`src/rtl/decode_pkg.sv`:
```
// rtl/decode_pkg.sv - shared types and opcode constants for the decode stage
package decode_pkg;

  typedef enum logic [2:0] {
    FMT_NONE = 3'd0,
    FMT_R    = 3'd1,
    FMT_I    = 3'd2,
    FMT_S    = 3'd3,
    FMT_B    = 3'd4,
    FMT_U    = 3'd5,
    FMT_J    = 3'd6
  } insn_fmt_e;

  localparam logic [6:0] OPC_LUI      = 7'b0110111;
  localparam logic [6:0] OPC_AUIPC    = 7'b0010111;
  localparam logic [6:0] OPC_JAL      = 7'b1101111;
  localparam logic [6:0] OPC_JALR     = 7'b1100111;
  localparam logic [6:0] OPC_BRANCH   = 7'b1100011;
  localparam logic [6:0] OPC_LOAD     = 7'b0000011;
  localparam logic [6:0] OPC_STORE    = 7'b0100011;
  localparam logic [6:0] OPC_OP_IMM   = 7'b0010011;
  localparam logic [6:0] OPC_OP       = 7'b0110011;
  localparam logic [6:0] OPC_MISC_MEM = 7'b0001111;
  localparam logic [6:0] OPC_SYSTEM   = 7'b1110011;

  // Widest supported PC and data; the stage slices down to its own parameters.
  localparam int MAX_AWIDTH = 64;
  localparam int MAX_XLEN   = 64;

  typedef struct packed {
    logic [MAX_AWIDTH-1:0] pc;
    logic [31:0]           insn;
    logic [6:0]            opcode;
    logic [4:0]            rd;
    logic [4:0]            rs1;
    logic [4:0]            rs2;
    logic [2:0]            funct3;
    logic [6:0]            funct7;
    logic [5:0]            shamt;
    logic [MAX_XLEN-1:0]   imm;
    insn_fmt_e             fmt;
    logic                  illegal;
  } decoded_t;

  typedef enum logic [1:0] {
    SKID_EMPTY = 2'd0,
    SKID_ONE   = 2'd1,
    SKID_FULL  = 2'd2
  } skid_state_e;

endpackage

```
`src/rtl/decode_fields.sv`:
```
// rtl/decode_fields.sv - combinational field split, immediate generation and legality check
module decode_fields
  import decode_pkg::*;
#(
  parameter int DWIDTH = 32,
  parameter int AWIDTH = 32
) (
  input  logic [31:0]       insn,
  input  logic [AWIDTH-1:0] pc,
  output decoded_t          dec
);

  insn_fmt_e fmt;
  logic      illegal;
  logic      sgn;

  assign sgn = insn[31];

  always_comb begin
    fmt     = FMT_NONE;
    illegal = 1'b0;
    if (insn[1:0] != 2'b11) begin
      illegal = 1'b1;
    end else begin
      case (insn[6:0])
        OPC_LUI, OPC_AUIPC: fmt = FMT_U;
        OPC_JAL:            fmt = FMT_J;
        OPC_JALR, OPC_LOAD, OPC_OP_IMM, OPC_SYSTEM, OPC_MISC_MEM: fmt = FMT_I;
        OPC_BRANCH:         fmt = FMT_B;
        OPC_STORE:          fmt = FMT_S;
        OPC_OP:             fmt = FMT_R;
        default:            illegal = 1'b1;
      endcase
    end
  end

  always_comb begin
    dec         = '0;
    dec.pc      = MAX_AWIDTH'(pc);
    dec.insn    = insn;
    dec.opcode  = insn[6:0];
    dec.rd      = insn[11:7];
    dec.funct3  = insn[14:12];
    dec.rs1     = insn[19:15];
    dec.rs2     = insn[24:20];
    dec.funct7  = insn[31:25];
    dec.shamt   = (DWIDTH == 64) ? insn[25:20] : {1'b0, insn[24:20]};
    dec.fmt     = fmt;
    dec.illegal = illegal;
    // Illegal encodings keep raw register fields; fmt is NONE so imm stays 0.
    case (fmt)
      FMT_I: begin
        dec.rs2    = '0;
        dec.funct7 = '0;
        dec.imm    = {{52{sgn}}, insn[31:20]};
      end
      FMT_S: begin
        dec.rd     = '0;
        dec.funct7 = '0;
        dec.imm    = {{52{sgn}}, insn[31:25], insn[11:7]};
      end
      FMT_B: begin
        dec.rd     = '0;
        dec.funct7 = '0;
        dec.imm    = {{51{sgn}}, insn[31], insn[7], insn[30:25], insn[11:8], 1'b0};
      end
      FMT_U: begin
        dec.rs1    = '0;
        dec.rs2    = '0;
        dec.funct7 = '0;
        dec.imm    = {{32{sgn}}, insn[31:12], 12'b0};
      end
      FMT_J: begin
        dec.rs1    = '0;
        dec.rs2    = '0;
        dec.funct7 = '0;
        dec.imm    = {{43{sgn}}, insn[31], insn[19:12], insn[20], insn[30:21], 1'b0};
      end
      default: dec.imm = '0;
    endcase
  end

endmodule

```
`src/rtl/decode_stage.sv`:
```
// rtl/decode_stage.sv - registered decode stage with two-entry skid buffer and flush
module decode_stage
  import decode_pkg::*;
#(
  parameter int DWIDTH = 32,
  parameter int AWIDTH = 32
) (
  input  logic                      clk,
  input  logic                      rst,
  input  logic                      flush_i,
  input  logic                      in_valid_i,
  output logic                      in_ready_o,
  input  logic [31:0]               insn_i,
  input  logic [AWIDTH-1:0]         pc_i,
  output logic                      out_valid_o,
  input  logic                      out_ready_i,
  output logic [AWIDTH-1:0]         pc_o,
  output logic [31:0]               insn_o,
  output logic [6:0]                opcode_o,
  output logic [4:0]                rd_o,
  output logic [4:0]                rs1_o,
  output logic [4:0]                rs2_o,
  output logic [2:0]                funct3_o,
  output logic [6:0]                funct7_o,
  output logic [$clog2(DWIDTH)-1:0] shamt_o,
  output logic [DWIDTH-1:0]         imm_o,
  output logic [2:0]                fmt_o,
  output logic                      illegal_o
);

  decoded_t    in_dec;
  decoded_t    main_q;
  decoded_t    skid_q;
  skid_state_e state_q;
  skid_state_e state_d;
  logic        accept;
  logic        take;
  logic        load_main_in;
  logic        load_main_skid;
  logic        load_skid;

  decode_fields #(
    .DWIDTH (DWIDTH),
    .AWIDTH (AWIDTH)
  ) u_fields (
    .insn (insn_i),
    .pc   (pc_i),
    .dec  (in_dec)
  );

  // Ready depends only on registered state so out_ready_i never reaches fetch combinationally.
  assign in_ready_o  = (state_q != SKID_FULL) & rst;
  assign out_valid_o = (state_q != SKID_EMPTY);
  assign accept      = in_valid_i & in_ready_o;
  assign take        = out_valid_o & out_ready_i;

  always_ff @(posedge clk) begin
    if (!rst) begin
      state_q <= SKID_EMPTY;
    end else begin
      state_q <= state_d;
    end
  end

  always_comb begin
    state_d        = state_q;
    load_main_in   = 1'b0;
    load_main_skid = 1'b0;
    load_skid      = 1'b0;
    if (flush_i) begin
      state_d = SKID_EMPTY;
    end else begin
      case (state_q)
        SKID_EMPTY: begin
          if (accept) begin
            state_d      = SKID_ONE;
            load_main_in = 1'b1;
          end
        end
        SKID_ONE: begin
          if (accept && take) begin
            load_main_in = 1'b1;
          end else if (accept) begin
            state_d   = SKID_FULL;
            load_skid = 1'b1;
          end else if (take) begin
            state_d = SKID_EMPTY;
          end
        end
        SKID_FULL: begin
          if (take) begin
            state_d        = SKID_ONE;
            load_main_skid = 1'b1;
          end
        end
        default: state_d = SKID_EMPTY;
      endcase
    end
  end

  always_ff @(posedge clk) begin
    if (!rst || flush_i) begin
      main_q <= '0;
      skid_q <= '0;
    end else begin
      if (load_main_in) begin
        main_q <= in_dec;
      end else if (load_main_skid) begin
        main_q <= skid_q;
      end
      if (load_skid) begin
        skid_q <= in_dec;
      end
    end
  end

  assign pc_o      = main_q.pc[AWIDTH-1:0];
  assign insn_o    = main_q.insn;
  assign opcode_o  = main_q.opcode;
  assign rd_o      = main_q.rd;
  assign rs1_o     = main_q.rs1;
  assign rs2_o     = main_q.rs2;
  assign funct3_o  = main_q.funct3;
  assign funct7_o  = main_q.funct7;
  assign shamt_o   = main_q.shamt[$clog2(DWIDTH)-1:0];
  assign imm_o     = main_q.imm[DWIDTH-1:0];
  assign fmt_o     = main_q.fmt;
  assign illegal_o = main_q.illegal;

  // Upper bits of the widest-case fields are dropped for narrower configurations.
  logic unused_main_bits;
  assign unused_main_bits = ^{main_q.pc, main_q.imm, main_q.shamt};

endmodule

```
`config.mk`:
```
export PLATFORM = sky130hd
export DESIGN_NAME = decode_stage
export DESIGN_NICKNAME = d
export VERILOG_FILES = /design/src/rtl/decode_pkg.sv /design/src/rtl/decode_fields.sv /design/src/rtl/decode_stage.sv
export SDC_FILE = /design/constraint.sdc
export NUM_CORES = 1
export LEC_CHECK = 0
export CORE_MARGIN = 5
export CORE_UTILIZATION = 44
export DETAILED_ROUTE_END_ITERATION = 7
export PLACE_DENSITY = 0.67
export SYNTH_ARGS = -nofsm -noshare
export SYNTH_HDL_FRONTEND = slang
export SYNTH_HIERARCHICAL = 1
export SYNTH_SLANG_ARGS = --single-unit
```
`constraint.sdc`:
```
create_clock -name clk -period 3.6 [get_ports clk]
set_input_delay 0.72 -clock clk [delete_from_list [all_inputs] [get_ports clk]]
set_output_delay 0.72 -clock clk [all_outputs]
set_load 0.005 [all_outputs]
```
==> After elaboration in Yosys (flattened, before gate mapping) <==
Index checks and enable logic that the tools add are counted.
{ "word_totals": {"romBits": 0, "register_bits": 308, "ramBits": 0, "latch_bits": 0, "output_inout_bits": 139, "input_bits": 69, "n_memories": 0, "word_cells": 95} }
{ "classes": {"n_bitwise": 4, "magnitude_cmp": 0, "n_mul": 0, "shift": 0, "n_eq_ne": 24, "n_reduce_logical": 15, "div_mod_pow": 0, "addsub": 0, "muxes": 27} }
{ "ops": {"columns": ["op", "n"], "rows": [
  ["170-bit two-way mux", 2],
  ["64-bit one-hot mux with 5 select lines", 1],
  ["7-bit == test (second input constant)", 4],
  ["7-bit by 6-bit == test with 1-bit output (second input constant)", 3],
  ["3-bit one-hot mux with 6 select lines", 1],
  ["5-bit two-way mux", 3],
  ["7-bit by 5-bit == test with 1-bit output (second input constant)", 2],
  ["1-bit two-way mux", 11],
  ["11-bit OR reduction", 1],
  ["2-bit two-way mux", 5],
  ["2-bit inequality test (second input constant)", 5],
  ["5-bit OR reduction", 2],
  ["3-bit == test (second input constant)", 3],
  ["2-bit OR reduction", 4],
  ["7-bit by 2-bit == test with 1-bit output (second input constant)", 1],
  ["7-bit by 4-bit == test with 1-bit output (second input constant)", 1],
  ["7-bit two-way mux", 1],
  ["3-bit by 2-bit == test with 1-bit output (second input constant)", 2],
  ["2-bit one-hot mux with 3 select lines", 1],
  ["4-bit AND reduction", 1],
  ["2-bit nonzero test", 2],
  ["1-bit bitwise AND", 3],
  ["3-bit two-way mux", 1],
  ["3-bit inequality test (second input constant)", 1],
  ["9 further kinds", 9]
]} }

==> Longest topological paths before layout <==
Gate-level depths: netlist of the first run.
{ "logic_depth": {"ltp_word": 8, "mapped_depth": 9, "depth_no_buf": 6} }

==> Hierarchy <==
The synthesis of the first run kept the hierarchy.
{ "modules_own_cells": {"columns": ["module", "area_each_um2", "instances", "cells_each", "seq_area_each_um2"], "rows": [
  ["decode_stage", 11410.9, 1, 1422, 5525.3],
  ["decode_fields", 2023.2, 1, 287, 0.0]
]} }

==> Worst setup path before layout of the first run <==
Ideal clock, no wire load.
{ "synth_path": {"path_type": "input-to-reg", "from": "in insn_i[6]", "to": "reg main_q (netlist bit imm_o[31])", "slack_ns": 0.630, "setup_ns": 0.076, "t_arrival_ns": 2.894, "path_buffers": 2, "required_ns": 3.524, "path_stages": 7, "path_cell_list": "buf_6 > buf_6 > nor4_1 > o31ai_2 > nor2_1 > o31ai_1 > a31oi_1"} }
{ "synth_lines": {"columns": ["element", "line", "rtl"], "rows": [
  ["from (decl)", "decode_stage.sv:13", "input logic [31:0] insn_i,"],
  ["to (signal assigned)", "decode_stage.sv:107", "main_q <= in_dec;"],
  ["to (signal assigned)", "decode_stage.sv:109", "main_q <= skid_q;"],
  ["to (decl)", "decode_stage.sv:32", "decoded_t main_q;"]
]} }

==> impl.org, run 1 <==
** Outcome
- The run finished with clean final reports.

** Power and ir drop
- Power spread over the standard cell area amounts to around 430 nW/um^2.
- Cell internal power was estimated by the tool at 0.004999 W.
- For this design the total switching power over the nets is 0.001659 W.
- In this run the static leakage power is 4.809 nW.
- Sequential cells burn a little under half of the power.
- Relative contribution of the clock network to total power :: between 40% and 50%
- Logic gate share of total power :: 9.3%
- Sw frac :: 24.92%
- Across the VDD grid, the largest voltage drop is roughly 0.00032 V.

** Timing
- Setup total negative slack on the finished layout was measured at 0 ns.
- The total count of max-transition violations in the final report was 0.
- Clock skew on the completed layout was measured at 0.008929 ns.
- Setup repair after global routing missed its margin :: false
- For the finished layout, the period the worst path requires is 2.767 ns.
- Timing-limited maximum frequency :: 361.4 MHz
- Normalized max-slew margin :: 27.03%
- Actual transition at the worst max-transition pin :: 1.095 ns
- Final count of hold timing violations :: 0
- Setup violations remaining at the end of the flow were counted as 0.
- Dividing the final minimum period by the clock period gives 76.87%.

** Worst setup path
- In this run the critical register-to-register path is captured at imm_o[29]$_SDFFE_PP0P_.
- Origin of the critical flop-to-flop path :: state_q[0]$_SDFFE_PP0P_
- Critical path class :: in2reg
- First element of the critical path :: insn_i[1]
- The worst setup path is captured at a register.
- The setup check on the worst reg-to-reg path leaves a slack of 1.63 ns.
- Largest incremental delay on the critical path :: 0.62 ns
- Signal arrival time at the worst endpoint :: 3.24 ns
- Critical-path cell list :: clkdlybuf4s50_1, and2_1, nand2_1, nor4_4, buf_4, a21o_1, o31ai_1, a31oi_1
- The largest individual stage delay along the critical path comes from the cell clkdlybuf4s50_1.
- Of all nets on the critical path, the largest fanout is 14.
- Data required time of the critical path :: 4.07 ns
- Length in cells of the worst reg-to-reg path :: 4
- Crit start category :: input pin

** Placed design
- Summed over all nets, the half-perimeter wirelength after detailed placement is 24750 um.
- Counting tap cells, the placed design contains a total of 2006 instances.
- Routability-driven placement congestion ratio :: 0.9324
- Placed instance area :: 14490 um^2
- IO Port Bufs :: 207

** Clocking
- The clock passes through at most 3 buffers.
- Clock-pin slew was measured on the worst setup and hold paths at 0.07 ns.
- Num Clock Sinks :: 276
- Hold-fix buffers, CTS :: 0
- # resized after CTS :: 0
- Max H-tree Level :: 1
- TritonCTS built the clock tree.
- The number of setup buffers added after CTS is 0.
- TritonCTS Buffers :: 29
- Clk Tree Root Cell :: clkbuf_16
- Clock latency reported for the late side of the worst-skew pair :: 0.55 ns

** Detailed routing
- Dividing the detail-routed wire length by the instance count gives 21.27 um.
- Once detail routing completed, the nets flagged for antenna violations numbered 0.
- Dividing the detail-routed via count by the number of cells gives 6.064.
- Total DRC errors in the routed layout :: 0
- The pre-antenna-repair detailed-routing pass consisted of 5 iterations.
- Via count :: roughly 12000
- Final Routed Wirelength :: 43810 um
- First-iteration detailed-routing DRC count :: 1612

** Finish
- Cells fill 53.45% of the core in the end.
- Count of antenna diodes in the layout :: 0
- Ratio of cells with drive above 1 in the final layout :: 6.086%
- Area growth from synthesis to layout :: 19.17%
- The final layout contains 1722 nets.
- In the layout the commonest cells are nand2_1, dfxtp_1, clkdlybuf4s50_1.
- Most common cell after layout, fill and taps aside :: nand2_1
- Post-layout instance count excluding filler cells :: 2060
- Finished layout cell area :: 15420 um^2

** GRT
- First-pass GRT wire length :: a little under 70000 um
- Number of global-route vias before repair :: 11501
- Global routing finished with a remaining overflow of 0.
- Overall Global Routing Usage :: 24.65%
- The number of antenna violations at the first check in global routing came to 0.
- Entering global routing, the biggest net connects 139 pins.

** Synthesis
- Post-Synthesis Net Count :: 1712
- The average instance in the mapped netlist occupies 7.877 um^2.
- Number of warnings printed during yosys synthesis :: 6
- Synthesized netlist cell count :: 1643
- Cell area after synthesis :: around 13000 um^2

** Floorplan
- Starting Density :: 44.85%
- Row cnt :: slightly above 60
- I/O pins :: 208
- Vert. Die Dim :: roughly 180 um
- The floorplan step set the die width to 181.5 um.
- Std-Cell Core Area :: 28860 um^2
- Overall die area :: 32940 um^2

** Min path
- The path with the worst hold slack has its endpoint at funct7_o[3]$_SDFFE_PP0P_.
- Along the worst hold path, the cell count comes to 2.
- Startpoint of the lowest-slack hold path :: skid_q[77]$_SDFFE_PP0P_
- Type of the tightest min-delay check :: reg2reg

** Job
- The tool flagged a number of max-cap violations equal to 0.
worst max-delay path: cells and delay by family:
family	cells	cell delay (ns)
AOI/OAI and AO/OA	3	0.41
buffers and inverters	2	0.86
and+or+nand+nor	3	1.24
power by group through the flow:
| stage | Sequential [W] | Clock, W | Combinational (W) |
|---|---|---|---|
| finish | 0.00311 | 0.00293 | 0.000619 |
| global route | 0.00311 | 0.00311 | 0.000653 |
| CTS | 0.00311 | 0.00297 | 0.000608 |
| detailed placement | 0.00317 | 0 | 0.000606 |
| global placement | 0.00317 | 0 | 0.000603 |
| floorplan | 0.00317 | 0 | 0.000383 |
sequential cells by signal, summed over array words and instances, names as in the netlist, 7 cells and up:
| register | flops |
|---|---|
| skid_q | 137 |
| funct7_o | 7 |
| pc_o | 32 |
| opcode_o | 7 |
| insn_o | 32 |
| imm_o | 32 |
metrics by stage:
stage               worst slack (ns)  power [W]  hold WS (ns)
finish                        0.8328   0.006658        0.4598
global route                  0.6523   0.006867        0.4776
CTS                           0.9133   0.006687        0.4626
detailed placement            0.3794   0.003780        0.4582
global placement              0.4623   0.003776        0.4523
floorplan                      1.585   0.003553        0.4435
worst max-delay path by stage:
stage | endpoint | slack [ns] | cells after the start
2_1_floorplan | imm_o[11]$_SDFFE_PP0P_ | 1.58 | 7
3_3_place_gp | imm_o[27]$_SDFFE_PP0P_ | 0.46 | 8
3_5_place_dp | imm_o[25]$_SDFFE_PP0P_ | 0.38 | 8
4_1_cts | in_ready_o | 0.91 | 4
5_1_grt | imm_o[28]$_SDFFE_PP0P_ | 0.65 | 8
6_report | imm_o[27]$_SDFFE_PP0P_ | 0.83 | 8
cell type report:
type,instances,area [um^2]
Multi-Input combinational cell,1106,6033
Clock buffer,47,893.4
Clock inverter,7,41.29
Fill cell,2669,13430
Inverter,5,20.02
Sequential cell,276,5525
Tap cell,384,480.5
Timing Repair Buffer,235,2430
metal layers:
layer	up-vias	part of all wire [%]	track usage [%]
li1	5823	-	-
met1	5956	42	35.32
met2	626	45	38.13
met3	87	9.6	4.722
met4	0	2.9	6.665
met5	-	0	0
(Power assumes the default switching activity.)
==> inputs of run 2 (changes only) <==
- PLACE_DENSITY: 0.67 -> 0.7
- clock period: 3.6 -> 2.36 ns (I/O delays scaled with it)
==> run 2 against run 1 <==
  * Non-clock buffer count is 37 higher
  * Sequential power is 52% higher
  * Worst hold slack worse by 0.16 ns
  * Sequential share of layout area is 1.1 points lower
  * Count of clock-buffer cells in the layout is 7 lower
  * Wire length is 0.68% higher
  * Largest cell class unchanged
  * Critical path type is now reg2out
  * Critical endpoint is now in_ready_o
  * Clock skew is 0.015 ns higher
  * Total power is 59% higher
==> impl.org, run 2 (synthesized netlist as in run 1, its figures left out) <==
** Timing
- Static timing analysis puts the maximum clock frequency at 445.7 MHz.
- Final count of hold timing violations :: 0 (unchanged)
- Number of pins exceeding their max-slew limit in the final report :: 0 (unchanged)
- Subtracting the final worst setup slack from the clock period gives around 2.2 ns.
- Worst-case setup margin in the final layout :: 0.1166 ns (-0.7162 ns)
- The relative max-transition margin was 33.26% (+6.2 points).
- Setup repair after global routing left no endpoint under its margin.
- The clock tree skew after final layout is 0.02388 ns (+0.01495 ns).
- Share of the clock period used by the worst path :: 95.06%
- Actual transition at the worst max-transition pin :: 0.9759 ns (-0.1186 ns)
- Setup violators final :: 0 (unchanged)
- Accumulated negative setup slack :: 0 ns (unchanged)

** Detailed routing
- The post-detailed-route count of antenna-violating nets is 0 (unchanged).
- First-iteration detailed-routing DRC count :: 1644 (+2.0%)
- The total via count after detailed routing is 12796 (+2.4%).
- First-pass detailed-route iteration total :: 5 (unchanged)
- Final Routed Wirelength :: 44110 um (+0.68%)
- Routed vias/inst :: 6.096 (+0.53%)
- The per-cell routed wire length was 21.01 um (-1.2%).
- The remaining routing DRC violations is 0 (unchanged).

** Floorplan
- The die outline width came to 181.5 um (unchanged).
- Overall die area :: 32940 um^2 (unchanged)
- Std-Cell Core Area :: 28860 um^2 (unchanged)
- Vert. Die Dim :: 181.5 um (unchanged)
- The effective utilization at floorplan was 44.85% (unchanged).
- Row cnt :: 62 (unchanged)
- I/O pins :: 208 (unchanged)

** Power and ir drop
- The net load switching power was 0.002572 W (+55%).
- Sequential group share of total power :: 44.9% (-1.8 points)
- Maximum vdd drop :: 0.0005242 V (+66%)
- The clock network power share was 45.7% (+1.6 points).
- The internal cell power is 0.007995 W (+60%).
- The switching fraction of total power was 24.34% (-0.58 points).
- Logic gate share of total power :: 9.4% (about the same)
- The reported leakage power was 5.087 nW (+5.8%).
- PD cells :: 663.2 nW/um^2 (+54%)

** GRT
- Overall Global Routing Usage :: 24.83% (+0.18 points)
- Number of antenna violations at the first check in global routing :: 1 (+1)
- First-pass GRT wire length :: 68080 um (+0.69%)
- Leftover overflow at the end of global routing :: 0 (unchanged)
- Pin count of the biggest net entering global routing :: 139 (unchanged)
- Number of global-route vias before repair :: 11779 (+2.4%)

** Worst setup path
- The worst setup path is of the reg2out kind.
- Type of element capturing the critical path :: output port
- Data required time of the critical path :: 1.89 ns (-2.18 ns)
- The critical path goes through inv_1, a21oi_1, clkdlybuf4s50_1.
- The highest net fanout along the worst path was 10 (-4).
- Crit start category :: register
- The slowest stage of the critical path is the clkdlybuf4s50_1 cell.
- The slack of the worst reg-to-reg path came to 0.68 ns (-0.95 ns).
- The arrival time of the worst setup path is 1.77 ns (-1.47 ns).
- The maximum single-stage delay on the critical path is 0.54 ns (-0.08 ns).

** Finish
- Final nets :: 1760 (+2.2%)
- The flip-flop count of the largest register after layout is 137 (unchanged).
- The register with the most flip-flops in the final layout is skid_q.
- The library cell used most frequently in the layout, excluding fill and tap cells, is nand2_1.
- Ratio of cells with drive above 1 in the final layout :: 8.635% (+2.5 points)
- Area growth from synthesis to layout :: 23.12%
- Top library cells by usage in the layout, fill and taps aside :: nand2_1, dfxtp_1, clkdlybuf4s50_1

** Outcome
- The run finished with clean final reports.

** Clocking
- Clk Tree Root Cell :: clkbuf_16
- Number of buffers on the longest clock path :: 3 (unchanged)
- Clock latency reported for the late side of the worst-skew pair :: 0.56 ns (about the same)
- The maximum level of the CTS H-tree was 1 (unchanged).
- The number of clock sinks is 276 (unchanged).
- The total CTS buffers was 30 (+3.4%).
- TritonCTS built the clock tree.
- Post-CTS clock slew at the launch and capture registers of the worst setup and hold paths :: 0.06 ns (about the same)
- Hold-fix buffers, CTS :: 0 (unchanged)

** Placed design
- The worst-case setup slack after placement is -0.4233 ns (-0.8028 ns).
- The HPWL after detailed placement is 25680 um (+3.8%).
- IO Port Bufs :: 207 (unchanged)
- The routability congestion estimate from global placement was 0.9310 (-0.15%).

** Min path
- In this run the worst hold path is classified as in2reg.

** Job
- The max-cap check violation count came to 0 (unchanged).
run 2: layout make-up:
type                       instances  area (um^2)
antenna                            1        2.502
clock buffer                      40        868.3
clock inverter                    15        161.4
fill                            2658        12920
inverter                           5        20.02
multi-input combinational       1106         6042
sequential                       276         5528
tap                              384        480.5
timing repair buffer             272         2833
run 2: final timing paths:
| check | to | cells past startpoint | from |
|---|---|---|---|
| worst max-delay path | in_ready_o | 3 | state_q[0]$_SDFFE_PP0P_ |
| worst min-delay path | skid_q[125]$_SDFFE_PP0P_ | 3 | rst |
| worst max register to register | imm_o[21]$_SDFFE_PP0P_ | 4 | state_q[0]$_SDFFE_PP0P_ |
| worst min register to register | imm_o[24]$_SDFFE_PP0P_ | 2 | skid_q[28]$_SDFFE_PP0P_ |
run 2: worst max-delay path, delay by kind of cell (launching register included):
| kind | cells | cell delay (ns) |
|---|---|---|
| DFF | 1 | 0.43 |
| AOI/OAI and AO/OA | 1 | 0.16 |
| buffers and inverters | 2 | 0.62 |
run 2: repair_timing:
item | in CTS | in global routing
hold endpoints to repair | 0 | 0
resized for setup | 1 | 2
setup endpoints to repair | 1 | 2
buffers inserted | 0 | 0
run 2: per-stage QoR:
stage	cells	hold WS [ns]	cell area [um^2]	util, %	total power [W]
after floorplan	1643	0.4435	12940	-	0.005420
after global placement	2043	0.4499	14890	51.60	0.005818
after detailed placement	2043	0.4557	14890	51.60	0.005820
after CTS	2098	0.2841	15920	55.18	0.01061
after global routing	2098	0.3137	15930	55.21	0.01087
final	2099	0.3013	15940	55.22	0.01057
run 2: metal layers:
metal  track usage (%)  wire, um  vias to the layer above
met5                 0         7                        -
met4             7.655      1397                        2
met3             4.742      4316                       86
met2             38.36     19920                      609
met1             35.24     18470                     6188
li1                  -         -                     5911
run 2: power groups by stage:
stage	registers [W]	logic [W]	clock network, W
5_1_grt	0.00474	0.00105	0.00508
6_report	0.00474	0.000997	0.00483
3_3_place_gp	0.00484	0.000975	0
4_1_cts	0.00474	0.000981	0.00489
2_1_floorplan	0.00484	0.000584	0
3_5_place_dp	0.00484	0.000977	0
==> inputs of run 3 (changes only) <==
- CORE_ASPECT_RATIO: default -> 2
- PLACE_DENSITY: 0.7 -> default
- PLACE_DENSITY_LB_ADDON: default -> 0.15
- clock period: 2.36 -> 2.55 ns (I/O delays scaled with it)
==> run 3 against run 2 <==
  * Global-route usage increased by 1.0 points
  * Setup slack got worse by 0.015 ns
  * Flip-flop and latch count unchanged
  * Combinational power decreased by 5.2%
  * Critical path depth unchanged
  * Wire length increased by 3.8%
  * Largest power group is now registers
==> impl.org, run 3 (synthesized netlist as in run 1, its figures left out) <==
** Detailed routing
- The post-detailed-routing wire length was 45800 um (+3.8%).
- The post-detailed-route count of antenna-violating nets is 0 (unchanged).
- First-iteration detailed-routing DRC count :: 1338 (-19%)
- The first-pass detailed-route iteration total was 5 (unchanged).
- Total DRC errors in the routed layout :: 0 (unchanged)
- Post-detailed-route wirelength per cell :: 22.10 um (+5.2%)
- Via count :: 12861 (+0.51%)
- Routed vias/inst :: 6.207 (+1.8%)

** Worst setup path
- The highest net fanout along the worst path is 10 (unchanged).
- STA classifies the critical path endpoint as an output port.
- Largest incremental delay on the critical path :: 0.58 ns (+0.04 ns)
- Critical-path cell list :: inv_1, a21oi_2, clkdlybuf4s50_1
- On the critical path, the stage with the largest delay is an instance of clkdlybuf4s50_1.
- Critical path class :: reg2out
- Signal arrival time at the worst endpoint :: 1.94 ns (+0.17 ns)
- The required time at the endpoint of the critical path was 2.04 ns (+0.15 ns).
- STA classifies the critical path startpoint as a register.

** Timing
- Post-route clock skew :: 0.008642 ns (-0.01523 ns)
- The pin slew with the least headroom to its limit was 0.8103 ns (-0.1656 ns).
- Share of the clock period used by the worst path :: 96.03%
- The relative max-transition margin is 45.98% (+13 points).
- Number of pins exceeding their max-slew limit in the final report :: 0 (unchanged)
- Accumulated negative setup slack :: 0 ns (unchanged)
- Derived from the worst setup path, the maximum achievable clock frequency is 408.4 MHz.
- The number of hold-slack violations in the final timing report is 0 (unchanged).
- The worst hold margin was 0.3366 ns (+0.03530 ns).
- After layout, the minimum clock period comes to 2.449 ns.
- Setup violators final :: 0 (unchanged)
- Setup repair after global routing left no endpoint under its margin.

** GRT
- Met3 global-route usage :: 3.785% (-0.96 points)
- Busiest layer in global routing :: met2
- Pin count of the biggest net entering global routing :: 139 (unchanged)
- The via count of the first global-routing pass was 11995 (+1.8%).
- Global routing met1 resource utilization :: 35.81% (+0.57 points)
- Number of antenna violations at the first check in global routing :: 0 (-1)
- The global-route total usage across every layer is 25.84% (+1.0 points).
- Leftover overflow at the end of global routing :: 0 (unchanged)
- The met2 usage in global routing came to 41.99% (+3.6 points).
- The global-route wire length before repair came to 70930 um (+4.2%).

** Clocking
- The number of clock sinks is 276 (unchanged).
- TritonCTS clock tree :: yes
- Post-CTS Setup Bufs :: 0 (unchanged)
- TritonCTS Buffers :: 26 (-13%)
- The post-CTS clock slew at the launch and capture registers of the worst setup and hold paths was 0.06 ns (about the same).
- Clock latency reported for the late side of the worst-skew pair :: 0.55 ns (about the same)
- The maximum level of the CTS H-tree came to 1 (unchanged).
- The buffer depth of the longest clock path came to 3 (unchanged).
- Clk Tree Root Cell :: clkbuf_16

** Floorplan
- The full die area is 33150 um^2 (+0.63%).
- The die outline width came to 131.3 um (-28%).
- Vert. Die Dim :: 252.5 um (+39%)
- Row cnt :: 89 (+44%)
- The core area was 29290 um^2 (+1.5%).
- Starting Density :: 44.19% (-0.66 points)
- The number of placed I/O pins came to 208 (unchanged).

** Power and ir drop
- Cell leakage power :: 5.044 nW (-0.85%)
- Maximum vdd drop :: 0.0004671 V (-11%)
- The net load switching power is 0.002328 W (-9.5%).
- Final Power :: 0.009598 W (-9.2%)
- The sequential fraction of design power is 45.7% (+0.8 points).
- The clock network power share came to 44.5% (-1.2 points).
- Logic gate share of total power :: 9.8% (+0.4 points)
- PD cells :: 605.7 nW/um^2 (-8.7%)
- Sw frac :: 24.25% (-0.090 points)
- Internal Dissipation :: 0.007270 W (-9.1%)

** Finish
- The library cell used most frequently in the layout, excluding fill and tap cells, is nand2_1.
- Ratio of cells with drive above 1 in the final layout :: 8.021% (-0.61 points)
- The utilization after layout was 54.10% (-1.1 points).
- Max reg flops :: 137 (unchanged)
- The number of nets in the layout came to 1758 (-0.11%).
- Count of antenna diodes in the layout :: 0 (-1)
- Area growth from synthesis to layout :: 22.43%
- Ranked by flip-flop count, first place goes to skid_q.
- In the layout the commonest cells are nand2_1, dfxtp_1, clkdlybuf4s50_1.

** Job
- The max-cap check violation count is 0 (unchanged).

** Outcome
- The run finished with clean final reports.

** Placed design
- The routability congestion estimate from global placement came to 0.8601 (-7.6%).
- The count of input and output buffers came to 207 (unchanged).
- The HPWL after detailed placement was 26950 um (+5.0%).

** Min path
- The path class of the tightest hold or removal check is in2reg.
[run 3: cell count changes in the layout (fill, tap and decap cells not counted), moves of 2 or more]
cell       previous run  this run
clkbuf_1              2         7
clkinv_2             12         2
buf_12               22        24
clkbuf_16            30        27
[run 3: final timing paths]
check	to	cells after the start	from	slack, ns
setup reg to reg	imm_o[30]$_SDFFE_PP0P_	5	state_q[1]$_SDFFE_PP0P_	0.71
setup / recovery	in_ready_o	3	state_q[0]$_SDFFE_PP0P_	0.10
hold reg to reg	insn_o[26]$_SDFFE_PP0P_	2	skid_q[132]$_SDFFE_PP0P_	0.47
hold / removal	skid_q[130]$_SDFFE_PP0P_	3	rst	0.34
[run 3: cell type report]
class / count / area [um^2]
clock inverter: 6 / 133.9
fill: 2727 / 13440
timing repair buffer: 274 / 2873
sequential: 276 / 5527
tap: 364 / 455.4
clock buffer: 41 / 798.3
multi-input combinational: 1106 / 6038
inverter: 5 / 20.02
[run 3: timing repair]
item | in CTS | in global routing
pin swaps | 0 | 0
endpoints found under the setup margin | 1 | 1
hold buffers | 0 | 0
resized for setup | 1 | 1
hold endpoints to repair | 0 | 0
[run 3: routing by layer]
metal / routed length [um] / up-vias / part of all wire, %
met5: 0 / - / 0
met4: 1200 / 0 / 2.6
met3: 3829 / 64 / 8.4
met2: 22050 / 658 / 48
met1: 18710 / 6231 / 41
li1: - / 5908 / -
[run 3: critical path, delay by kind of cell, from the launching register on]
kind	cells	cell delay, ns
flops	1	0.44
buf+inv	2	0.69
compound gates	1	0.27
[run 3: through the flow]
stage / instance area (um^2) / cells / setup slack, ns
floorplan: 12940 / 1643 / 0.7446
global placement: 14910 / 2025 / -0.2247
detailed placement: 14910 / 2025 / -0.2125
CTS: 15840 / 2072 / 0.03199
global route: 15850 / 2072 / 0.07406
finish: 15850 / 2072 / 0.1013
[run 3: power groups by stage]
stage	logic, W	registers (W)	clock network (W)
after global placement	0.000924	0.00448	0
after detailed placement	0.000928	0.00448	0
after global routing	0.000997	0.00439	0.00450
after CTS	0.000932	0.00438	0.00433
final	0.000945	0.00439	0.00427
after floorplan	0.000541	0.00448	0
